==> config.mk <==
export PLATFORM = sky130hd
export DESIGN_NAME = rpm_pwm
export DESIGN_NICKNAME = d
export VERILOG_FILES = /design/src/rtl/rpm_pwm.sv
export SDC_FILE = /design/constraint.sdc
export NUM_CORES = 1
export LEC_CHECK = 0
export BUFFER_PORTS_ARGS = -buffer_cell sky130_fd_sc_hd__buf_2
export CELL_PAD_IN_SITES_DETAIL_PLACEMENT = 0
export CELL_PAD_IN_SITES_GLOBAL_PLACEMENT = 1
export CORE_ASPECT_RATIO = 0.8
export CORE_MARGIN = 2
export CORE_UTILIZATION = 48
export CTS_BUF_LIST = sky130_fd_sc_hd__clkbuf_4
export DETAILED_ROUTE_END_ITERATION = 16
export PLACE_DENSITY = 0.85
export SYNTH_ARGS = -nofsm -noshare
export SYNTH_HDL_FRONTEND = slang
export SYNTH_SLANG_ARGS = --single-unit
==> constraint.sdc <==
create_clock -name clk -period 6.6 [get_ports clk]
set_clock_uncertainty 0.15 [all_clocks]
set_input_delay 0.66 -clock clk [delete_from_list [all_inputs] [get_ports clk]]
set_output_delay 0.66 -clock clk [all_outputs]
set_load 0.03 [all_outputs]
==> src/rtl/rpm_pwm.sv <==
// rtl/rpm_pwm.sv - single-motor PWM output stage with clamp, slew limit and arming hold
module rpm_pwm #(
   parameter int RPM_MAX     = 10000,
   parameter int RPM_MIN     = 1000,
   parameter int SLEW_STEP   = 100,
   parameter int ARM_PERIODS = 4
) (
   input  logic        clk,
   input  logic        resetn,
   input  logic [15:0] rpm_set,
   input  logic        arm,
   output logic        pwm_out,
   output logic [15:0] rpm_cmd,
   output logic        armed,
   output logic        period_end
);

   typedef enum logic [1:0] {
      DISARMED = 2'd0,
      ARMING   = 2'd1,
      RUN      = 2'd2
   } state_t;

   localparam logic [15:0]        MAX_C    = 16'(RPM_MAX);
   localparam logic [15:0]        MIN_C    = 16'(RPM_MIN);
   localparam logic [15:0]        STEP_C   = 16'(SLEW_STEP);
   localparam logic [15:0]        ARM_LAST = 16'(ARM_PERIODS - 1);
   localparam logic signed [16:0] MAX_S    = 17'(RPM_MAX);
   localparam logic signed [16:0] MIN_S    = 17'(RPM_MIN);

   state_t             state, state_nxt;
   logic [15:0]        cnt, cnt_nxt;
   logic [15:0]        arm_cnt, arm_cnt_nxt;
   logic [15:0]        cmd_nxt;
   logic [15:0]        target, slewed;
   logic signed [16:0] set_s;
   logic               wrap;

   assign wrap    = (cnt == MAX_C);
   assign cnt_nxt = wrap ? 16'd0 : cnt + 16'd1;
   assign set_s   = {rpm_set[15], rpm_set};

   // Negative commands fall below RPM_MIN in the signed view and clamp to idle.
   always_comb begin
      target = rpm_set;
      if (set_s < MIN_S)
         target = MIN_C;
      else if (set_s > MAX_S)
         target = MAX_C;
   end

   // Step is taken only when the gap exceeds it, so the result never passes target.
   always_comb begin
      slewed = rpm_cmd;
      if (target > rpm_cmd) begin
         if ((target - rpm_cmd) > STEP_C)
            slewed = rpm_cmd + STEP_C;
         else
            slewed = target;
      end else if (target < rpm_cmd) begin
         if ((rpm_cmd - target) > STEP_C)
            slewed = rpm_cmd - STEP_C;
         else
            slewed = target;
      end
   end

   always_comb begin
      state_nxt   = state;
      cmd_nxt     = rpm_cmd;
      arm_cnt_nxt = arm_cnt;
      if (!arm) begin
         state_nxt   = DISARMED;
         cmd_nxt     = 16'd0;
         arm_cnt_nxt = 16'd0;
      end else if (wrap) begin
         case (state)
            DISARMED: begin
               state_nxt   = ARMING;
               cmd_nxt     = MIN_C;
               arm_cnt_nxt = 16'd0;
            end
            ARMING: begin
               if (arm_cnt == ARM_LAST) begin
                  state_nxt   = RUN;
                  cmd_nxt     = slewed;
                  arm_cnt_nxt = 16'd0;
               end else begin
                  arm_cnt_nxt = arm_cnt + 16'd1;
               end
            end
            RUN: cmd_nxt = slewed;
            default: begin
               state_nxt   = DISARMED;
               cmd_nxt     = 16'd0;
               arm_cnt_nxt = 16'd0;
            end
         endcase
      end
   end

   // Outputs are registered from next-state values so they line up with cnt.
   always_ff @(posedge clk or negedge resetn) begin
      if (!resetn) begin
         state      <= DISARMED;
         cnt        <= 16'd0;
         arm_cnt    <= 16'd0;
         rpm_cmd    <= 16'd0;
         pwm_out    <= 1'b0;
         armed      <= 1'b0;
         period_end <= 1'b0;
      end else begin
         state      <= state_nxt;
         cnt        <= cnt_nxt;
         arm_cnt    <= arm_cnt_nxt;
         rpm_cmd    <= cmd_nxt;
         pwm_out    <= (state_nxt != DISARMED) && (cnt_nxt < cmd_nxt);
         armed      <= (state_nxt == RUN);
         period_end <= (cnt_nxt == MAX_C);
      end
   end

endmodule
* Word level (Yosys, flattened, before mapping) *
Index checks and enable logic that the tools add are counted.

storage, ports and cells
  flip-flop bits (word level) = 53
  bits of input ports = 19

cells by class
  add/sub/neg operators = 6
  order comparisons = 7
  eq/ne operators = 8
  mux-type cells = 19
  reductions and logical operators = 4

operators by type and width
  cell                     count
  $mux W16                 13
  $pmux W16 S3             1
  $add A16 B1 Y16 const B  2
  $eq A16 B14 Y1 const B   2
  $gt A16 B7 Y1 const B    2
  $lt A16 B16 Y1           2
  $pmux W16 S2             1
  $sub A16 B16 Y16         2
  $add A16 B7 Y16 const B  1
  $eq A16 B2 Y1 const B    1
  $gt A16 B15 Y1 const B   1
  $gt A16 B16 Y1           1
  $lt A16 B11 Y1 const B   1
  $sub A16 B7 Y16 const B  1
  $mux W2                  3
  $pmux W2 S3              1
  $eq A2 B2 Y1 const B     2
  $eq A2 B1 Y1 const B     1
  $logic_not A2 Y1         1
  $ne A2 B1 Y1 const B     1
  $ne A2 B2 Y1 const B     1
  $reduce_and A2 Y1        1
  $reduce_bool A2 Y1       1
  $logic_and A1 B1 Y1      1

* Depth between registers and ports, before layout *
Gate-level depths: netlist (run 1).

  word-level depth = 14
  gate-level depth with buffers = 31
  mapped depth without buffers = 30

* Worst setup path before layout (run 1) *
OpenSTA, ideal clock, no wires.

  path type = input to register
  start point = input rpm_set[15]
  end point = register pwm_out
  library setup time = 63 ps
  arrival = 6,504 ps
  data required time = 6,387 ps
  path slack = -117 ps
  cell stages on the path = 30
  buffers on the path = 2
  cells stage by stage = or4_1 o21ai_1 a21oi_1 o31a_1 nor3_2 nand2b_1 ha_1 buf_6 a21oi_1 o21ai_1 or3_1 o22ai_1 mux2i_1 and4_1 clkbuf_1 nand2_2 o21ai_1 o22ai_1 o32a_1 ha_1 a21o_1 a21o_1 a21o_1 a21o_1 a21o_1 a21oi_1 nor2b_1 a2111oi_0 nor3b_1 a21bo_2

between the ends
  word-level cells in the longest chain between the ends = 14

RTL lines
  item                     RTL line  RTL
  from (decl)              10        input logic [15:0] rpm_set,
  $gt A16 B15 Y1           48        else if (set_s > MAX_S)
  $mux W16                 48
  $mux W16 (*)             46        if (set_s < MIN_S)
  $sub A16 B16 Y16         61        if ((rpm_cmd - target) > STEP_C)
  $gt A16 B7 Y1            61
  $mux W16                 61
  $mux W16                 60        end else if (target < rpm_cmd) begin
  $mux W16 (*)             55        if (target > rpm_cmd) begin
  $mux W16                 84        if (arm_cnt == ARM_LAST) begin
  $pmux W16 S3 (*)         77        case (state)
  $mux W16 (*)             76        end else if (wrap) begin
  $mux W16 (*)             72        if (!arm) begin
  $lt A16 B16 Y1 (*)       117       pwm_out <= (state_nxt != DISARMED) && (cnt_nxt < cmd_nxt);
  $logic_and A1 B1 Y1 (*)  117
  to (signal assigned)     117
  to (decl)                12        output logic pwm_out,

Mark *: on every way between the ends. The rest lies on a longest branch, timed or not.
A chain may end at the register's enable or synchronous reset.

* Worst setup path after layout (run 1) *
  start point = input rpm_set[1]
  end point = register pwm_out

Same word-level chain as after synthesis.

==> flow_summary.ini, run 1 <==
[status]
status = finished, final reports clean

[setup_path]
cp.arrival_ns = 6.68
path_max_fanout = 6
slowest_delay_ns = 0.51
r2r_start = rpm_cmd[7]$_DFF_PN0_
critPathRequiredTime_ns = 6.79
cpMaxStageDelayCell = or4_1
rrSetupSlack_ns = 1.09
cpMostUsedCell = a21o_1
end_kind = flip-flop
regToRegEndpoint = pwm_out$_DFF_PN0_
start_kind = primary input
crit_type = in -> reg
r2r_cells = 25

[power_and_ir_drop]
fin_total_pwr_w = 0.000713
p_int_w = 0.000470
irDropWorstVdd_uv = 98.1
p_seq_frac = 0.455
p_leak_nw = 3.63
pwr-share-comb = 0.336
power.density_nw_per_um2 = 87.4
netSwitchingFraction = 0.341
power.switching_w = 0.000244
clkPwrFrac = 0.209

[sta]
max_freq_ghz = 0.154
finalMaxSlewViolations = 0
setup_viol = 0
finalCritPeriodShare = 0.985
maxSlewHeadroom = 0.307
max_slew.worst_pin.slew_ns = 1.03
post-route-min-period_ns = 6.50
hold_violations = 0
tns_ns = 0

[logic_synthesis]
synth.distinct_cells = 85
syn-cell-area_um2 = 6300
ys_ff_latch = 53
synth_compound_area_frac = 0.311
avgSynthCellArea_um2 = 7.70
synth_edf_count = 0
yosys_warnings = 0
synthCells = 818
synthArstFlopShare = 1.00
synth_xor_xnor_area_share = 0.0570
synth_top_family_by_area = compound AO/OA/AOI/OAI gates
synthFlopType = dfrtp_1
synth-simple-area-share = 0.232
muxShareOfSynthArea = 0.0209
ys_seq_area_frac = 0.211
synth_fa_ha_area_frac = 0.106

[detailed_routing]
viasPerCell = 6.26
firstDrtPassIters = 5
routed-wl-met2_mm = 9.56
remaining_drc_errors = 0
wl_per_cell_um = 19.3
vias = 7226
antenna_left = 0
dr.max_layer_used = met4
routed-wl-met3_mm = 2.15
dr.first_iter.drc_count = 730
drt-total-wl_mm = 22.3
m1WireLength_mm = 10.3

[job]
maxCapViolCount = 0

[clock_network]
h-tree-depth = 2
cts_buffer_depth = 2
clockRootBuffer = clkbuf_4
cts_num_sinks = 53
cts_buffers = 5
clk_latency_ns = 0.39
holdBufCountCts = 0
cts_tree = yes
clk_pin_slew_ns = 0.17

[final_layout]
diodes = 0
fin_util = 0.637
nets = 1050
drive_gt1_frac = 0.302
multi_input_area_um2 = 5050
seq_area_um2 = 1330
finish.instance_area_um2 = 8170
fill_cells = 1141
syn_to_final_growth_pct = 29.7

[floorplan]
rows = 37
die_area_um2 = 14100
start_util = 0.491
die_height_um = 106
die_w_um = 132
core_area_um2 = 12800
io_pins = 38

[global_routing]
overflow = 0
grt_pass1_wl_mm = 34.9
antenna_found_initial = 0
grt_pass1_vias = 6696
grt_max_degree = 54
track_usage = 0.306

[placed_design]
routabilityCongestion = 1.03
post-dp-hpwl_mm = 17.2
placedInstanceArea_um2 = 7580
portBuffers = 37

[min_path]
hold_path_class = in -> async
-- layer usage --
| layer | vias to the layer above | track usage |
|---|---|---|
| li1 | 3354 | - |
| met1 | 3466 | 0.462 |
| met2 | 368 | 0.445 |
| met3 | 38 | 0.0672 |
| met4 | 0 | 0.0582 |
| met5 | - | 0 |
-- cells in the final DEF, fill, tap and decap left out, types with 9 or more instances in the layout --
master    count
o21ai_1      17
buf_4       148
nor2_1       62
dfrtp_1      53
inv_1        45
o21a_1       19
o21ai_0      54
and3_1       16
xor2_1       14
buf_2        37
ha_1         41
xnor2_1      27
nand3_1      35
a21oi_1      51
a21oi_2      10
nor3_1       21
a21o_1       23
nand4_1      13
nand2_1      62
mux2i_1       9
o211ai_1      9
-- registers in the layout, summed over array words and instances, names as in the netlist --
name,flops
arm_cnt,16
armed,1
cnt,16
period_end,1
pwm_out,1
rpm_cmd,16
state,2
-- cell type report --
cell class / instances / area share
clock buffers: 5 / 0.00460
flip-flops and latches: 53 / 0.162
inverters: 49 / 0.0228
multi-input cells: 681 / 0.618
clock inverters: 3 / 0.00214
repair buffers: 188 / 0.163
well taps: 175 / 0.0268
-- worst max path at each step --
stage	from	to	slack, ns	cells after the start
final	rpm_set[1]	pwm_out$_DFF_PN0_	0.10	30
after global routing	rpm_set[1]	pwm_out$_DFF_PN0_	-0.12	32
after CTS	rpm_set[15]	pwm_out$_DFF_PN0_	0.002	29
after detailed placement	rpm_set[15]	pwm_out$_DFF_PN0_	-0.55	30
after global placement	rpm_set[15]	pwm_out$_DFF_PN0_	-0.39	29
after floorplan	rpm_set[15]	pwm_out$_DFF_PN0_	0.001	31
-- logic make-up after synthesis --
family,count (synthesis)
fa+ha+maj,53
compound gates,284
mux,13
simple gates,287
other cells,2
xor+xnor,41
flops,53
buf+inv,85
-- critical path, delay by kind of cell --
family          cells  cell delay, ns
mux                 1            0.18
xor+xnor            1            0.18
compound gates     17            3.33
fa+ha+maj           2            0.57
buf+inv             3            0.35
simple gates        6            1.41
-- synthesized netlist by cell type (4+ instances only) --
master,number,area [um^2]
a21oi_1,60,300
nor3_1,23,115
and2_1,9,56.3
a211oi_1,4,30.0
o31ai_1,11,82.6
nand4_1,13,81.3
o31a_1,5,43.8
a31o_2,4,35.0
nand2_1,65,244
o21ai_0,64,320
o22ai_1,6,37.5
nor2_1,68,255
nor4_1,9,56.3
o21ai_1,9,45.0
xor2_1,14,123
inv_1,48,180
and4_1,4,35.0
ha_1,52,651
or4_1,5,37.5
xnor2_1,27,236
buf_2,11,55.1
dfrtp_1,53,1330
nand3_1,35,175
a211oi_2,4,50.1
or3_1,5,31.3
o21a_1,19,143
a21o_1,23,173
nand2b_1,9,56.3
o211a_1,4,40.0
a31oi_1,7,43.8
buf_6,6,67.6
and3_1,16,100
o2111ai_1,6,52.6
nor2b_1,6,37.5
clkbuf_1,18,67.6
mux2i_1,12,120
o211ai_1,9,67.6
-- power groups by stage --
stage,logic (W),clock network [W],registers (W)
final,0.000240,0.000149,0.000325
after global routing,0.000256,0.000168,0.000325
after CTS,0.000207,0.000153,0.000325
after detailed placement,0.000203,0,0.000331
after global placement,0.000199,0,0.000331
after floorplan,0.000110,0,0.000331
-- what timing repair did --
action | CTS | global route
gates resized for setup | 6 | 95
setup buffers | 1 | 12
setup endpoints to repair | 1 | 1
pin swaps | 2 | 50
-- per-stage QoR --
step           setup slack, ns  std cells  hold slack, ns
2_1_floorplan          0.00133        819           0.214
3_3_place_gp            -0.391       1134           0.322
3_5_place_dp            -0.549       1134           0.339
4_1_cts                0.00203       1143           0.226
5_1_grt                 -0.123       1154           0.251
6_report                 0.101       1154           0.219
No activity file was read; power rests on OpenSTA's default activity.
==> inputs of run 2 (changes only) <==
--- a/config.mk
+++ b/config.mk
@@ -10,10 +10,10 @@
 export CELL_PAD_IN_SITES_GLOBAL_PLACEMENT = 1
 export CORE_ASPECT_RATIO = 0.8
 export CORE_MARGIN = 2
-export CORE_UTILIZATION = 48
+export CORE_UTILIZATION = 49
 export CTS_BUF_LIST = sky130_fd_sc_hd__clkbuf_4
 export DETAILED_ROUTE_END_ITERATION = 16
-export PLACE_DENSITY = 0.85
+export PLACE_DENSITY = 0.86
 export SYNTH_ARGS = -nofsm -noshare
 export SYNTH_HDL_FRONTEND = slang
 export SYNTH_SLANG_ARGS = --single-unit
==> constraint.sdc (replaced) <==
create_clock -name clk -period 8.15 [get_ports clk]
set_clock_uncertainty 0.15 [all_clocks]
set_input_delay 0.815 -clock clk [delete_from_list [all_inputs] [get_ports clk]]
set_output_delay 0.815 -clock clk [all_outputs]
set_load 0.03 [all_outputs]
==> flow_summary.ini, run 2 (synthesized netlist as in run 1, its figures left out) <==
[setup_path]
rrSetupSlack_ns = 1.72
slowest_delay_ns = 0.53
critPathRequiredTime_ns = 8.34
cpMaxStageDelayCell = or4_1
cpMostUsedCell = a21o_1
regToRegEndpoint = pwm_out$_DFF_PN0_
end_kind = flip-flop
path_max_fanout = 8
crit_type = in -> reg
start_kind = primary input
r2r_cells = 23
cp.arrival_ns = 7.97
r2r_start = rpm_cmd[7]$_DFF_PN0_

[sta]
max_slew.worst_pin.slew_ns = 0.872
setup_viol = 0
finalCritPeriodShare = 0.954
maxSlewHeadroom = 0.417
tns_ns = 0
setup_ws_ns = 0.371
hold_slack_ns = 0.346
post-route-min-period_ns = 7.78
rsz0062_at_grt = false
max_freq_ghz = 0.129
hold_violations = 0
finalMaxSlewViolations = 0

[clock_network]
cts_num_sinks = 53
clockRootBuffer = clkbuf_4
cts_buffer_depth = 2
clk_latency_ns = 0.41
clk_pin_slew_ns = 0.14
cts_buffers = 5
holdBufCountCts = 0
h-tree-depth = 2
cts_tree = yes

[global_routing]
overflow = 0
antenna_found_initial = 0
grt_pass1_wl_mm = 33.8
track_usage = 0.310
grt_max_degree = 54
grt_pass1_vias = 6094

[final_layout]
nets = 912
final_cell_mix = 68 x nor2_1, 65 x nand2_1, 64 x o21ai_0
fill_cells = 1248
final_cells = 1015
drive_gt1_frac = 0.108
final_common_cell = nor2_1
diodes = 0
syn_to_final_growth_pct = 5.68
reg_top3 = arm_cnt: 16 flops, cnt: 16 flops, rpm_cmd: 16 flops

[detailed_routing]
viasPerCell = 6.50
routed-wl-met2_mm = 8.37
dr.first_iter.drc_count = 746
wl_per_cell_um = 20.7
antenna_left = 0
dr.max_layer_used = met4
vias = 6595
routed-wl-met3_mm = 2.22
firstDrtPassIters = 6
drt-total-wl_mm = 21.0
remaining_drc_errors = 0
m1WireLength_mm = 10.2

[floorplan]
die_area_um2 = 13800
rows = 37
start_util = 0.497
die_w_um = 131
die_height_um = 105
core_area_um2 = 12700
io_pins = 38

[placed_design]
routabilityCongestion = 0.993
dp_slack_ns = 0.136
post-dp-hpwl_mm = 16.3
dp_cells = 1006
portBuffers = 37

[min_path]
min_to = arm_cnt[15]$_DFFE_PN0P_
hold_path_class = reg -> reg
hold_depth = 1
worstHoldStart = arm_cnt[15]$_DFFE_PN0P_

[power_and_ir_drop]
p_leak_nw = 2.90
power.density_nw_per_um2 = 77.5
irDropWorstVdd_uv = 74.8

[status]
status = finished, final reports clean

[job]
maxCapViolCount = 0
-- run 2: changes by cell type in the layout (fill, tap and decap cells not counted), moves of 9 or more --
cell     before  now
a21oi_2      10    1
a21oi_1      51   60
buf_4       148   13
ha_1         41   52
o21ai_0      54   64
-- run 2: routing by layer --
| layer | global-route usage | vias to the layer above |
|---|---|---|
| met1 | 0.495 | 3152 |
| met5 | 0 | - |
| met3 | 0.0797 | 29 |
| li1 | - | 3068 |
| met4 | 0.0562 | 0 |
| met2 | 0.417 | 346 |
-- run 2: through the flow --
step,instance area [um^2],total power (W),util
2_1_floorplan,6300,0.000356,-
3_3_place_gp,6590,0.000397,0.520
4_1_cts,6640,0.000516,0.523
5_1_grt,6660,0.000540,0.525
6_report,6660,0.000516,0.525
3_5_place_dp,6590,0.000398,0.520
-- run 2: worst max path at each step --
stage / start / to / slack (ns) / cells past startpoint
detailed placement: rpm_set[15] / pwm_out$_DFF_PN0_ / 0.14 / 29
finish: rpm_set[15] / pwm_out$_DFF_PN0_ / 0.37 / 29
global route: rpm_set[15] / pwm_out$_DFF_PN0_ / 0.004 / 29
global placement: rpm_set[15] / pwm_out$_DFF_PN0_ / 0.20 / 29
CTS: rpm_set[15] / pwm_out$_DFF_PN0_ / 0.52 / 29
floorplan: rpm_set[15] / pwm_out$_DFF_PN0_ / 1.28 / 30
-- run 2: cell type report --
| cell class | instances | area (um^2) | area share |
|---|---|---|---|
| clock inverters | 2 | 11.3 | 0.00169 |
| repair buffers | 50 | 283 | 0.0425 |
| inverters | 49 | 184 | 0.0276 |
| well taps | 175 | 219 | 0.0329 |
| flip-flops and latches | 53 | 1330 | 0.199 |
| multi-input cells | 681 | 4600 | 0.690 |
| clock buffers | 5 | 37.5 | 0.00564 |
-- run 2: power by group --
part / leakage (nW) / switching (W) / internal (W) / total [W]
logic: 2.15 / 0.0000906 / 0.0000452 / 0.000136
clock network: 0.0247 / 0.0000861 / 0.0000312 / 0.000117
registers: 0.726 / 0.00000000000136 / 0.000263 / 0.000263
total: 2.90 / 0.000177 / 0.000339 / 0.000516
-- run 2: worst max-delay path, delay by kind of cell --
kind | cells | cell delay [ns]
buf+inv | 1 | 0.11
compound gates | 17 | 3.59
mux | 1 | 0.25
simple gates | 8 | 2.43
fa+ha+maj | 2 | 0.78
-- run 2: repair_timing --
item | 4_1_cts | 5_1_grt
endpoints found under the setup margin | 0 | 1
resized for setup | 0 | 1
buffers inserted | 0 | 2
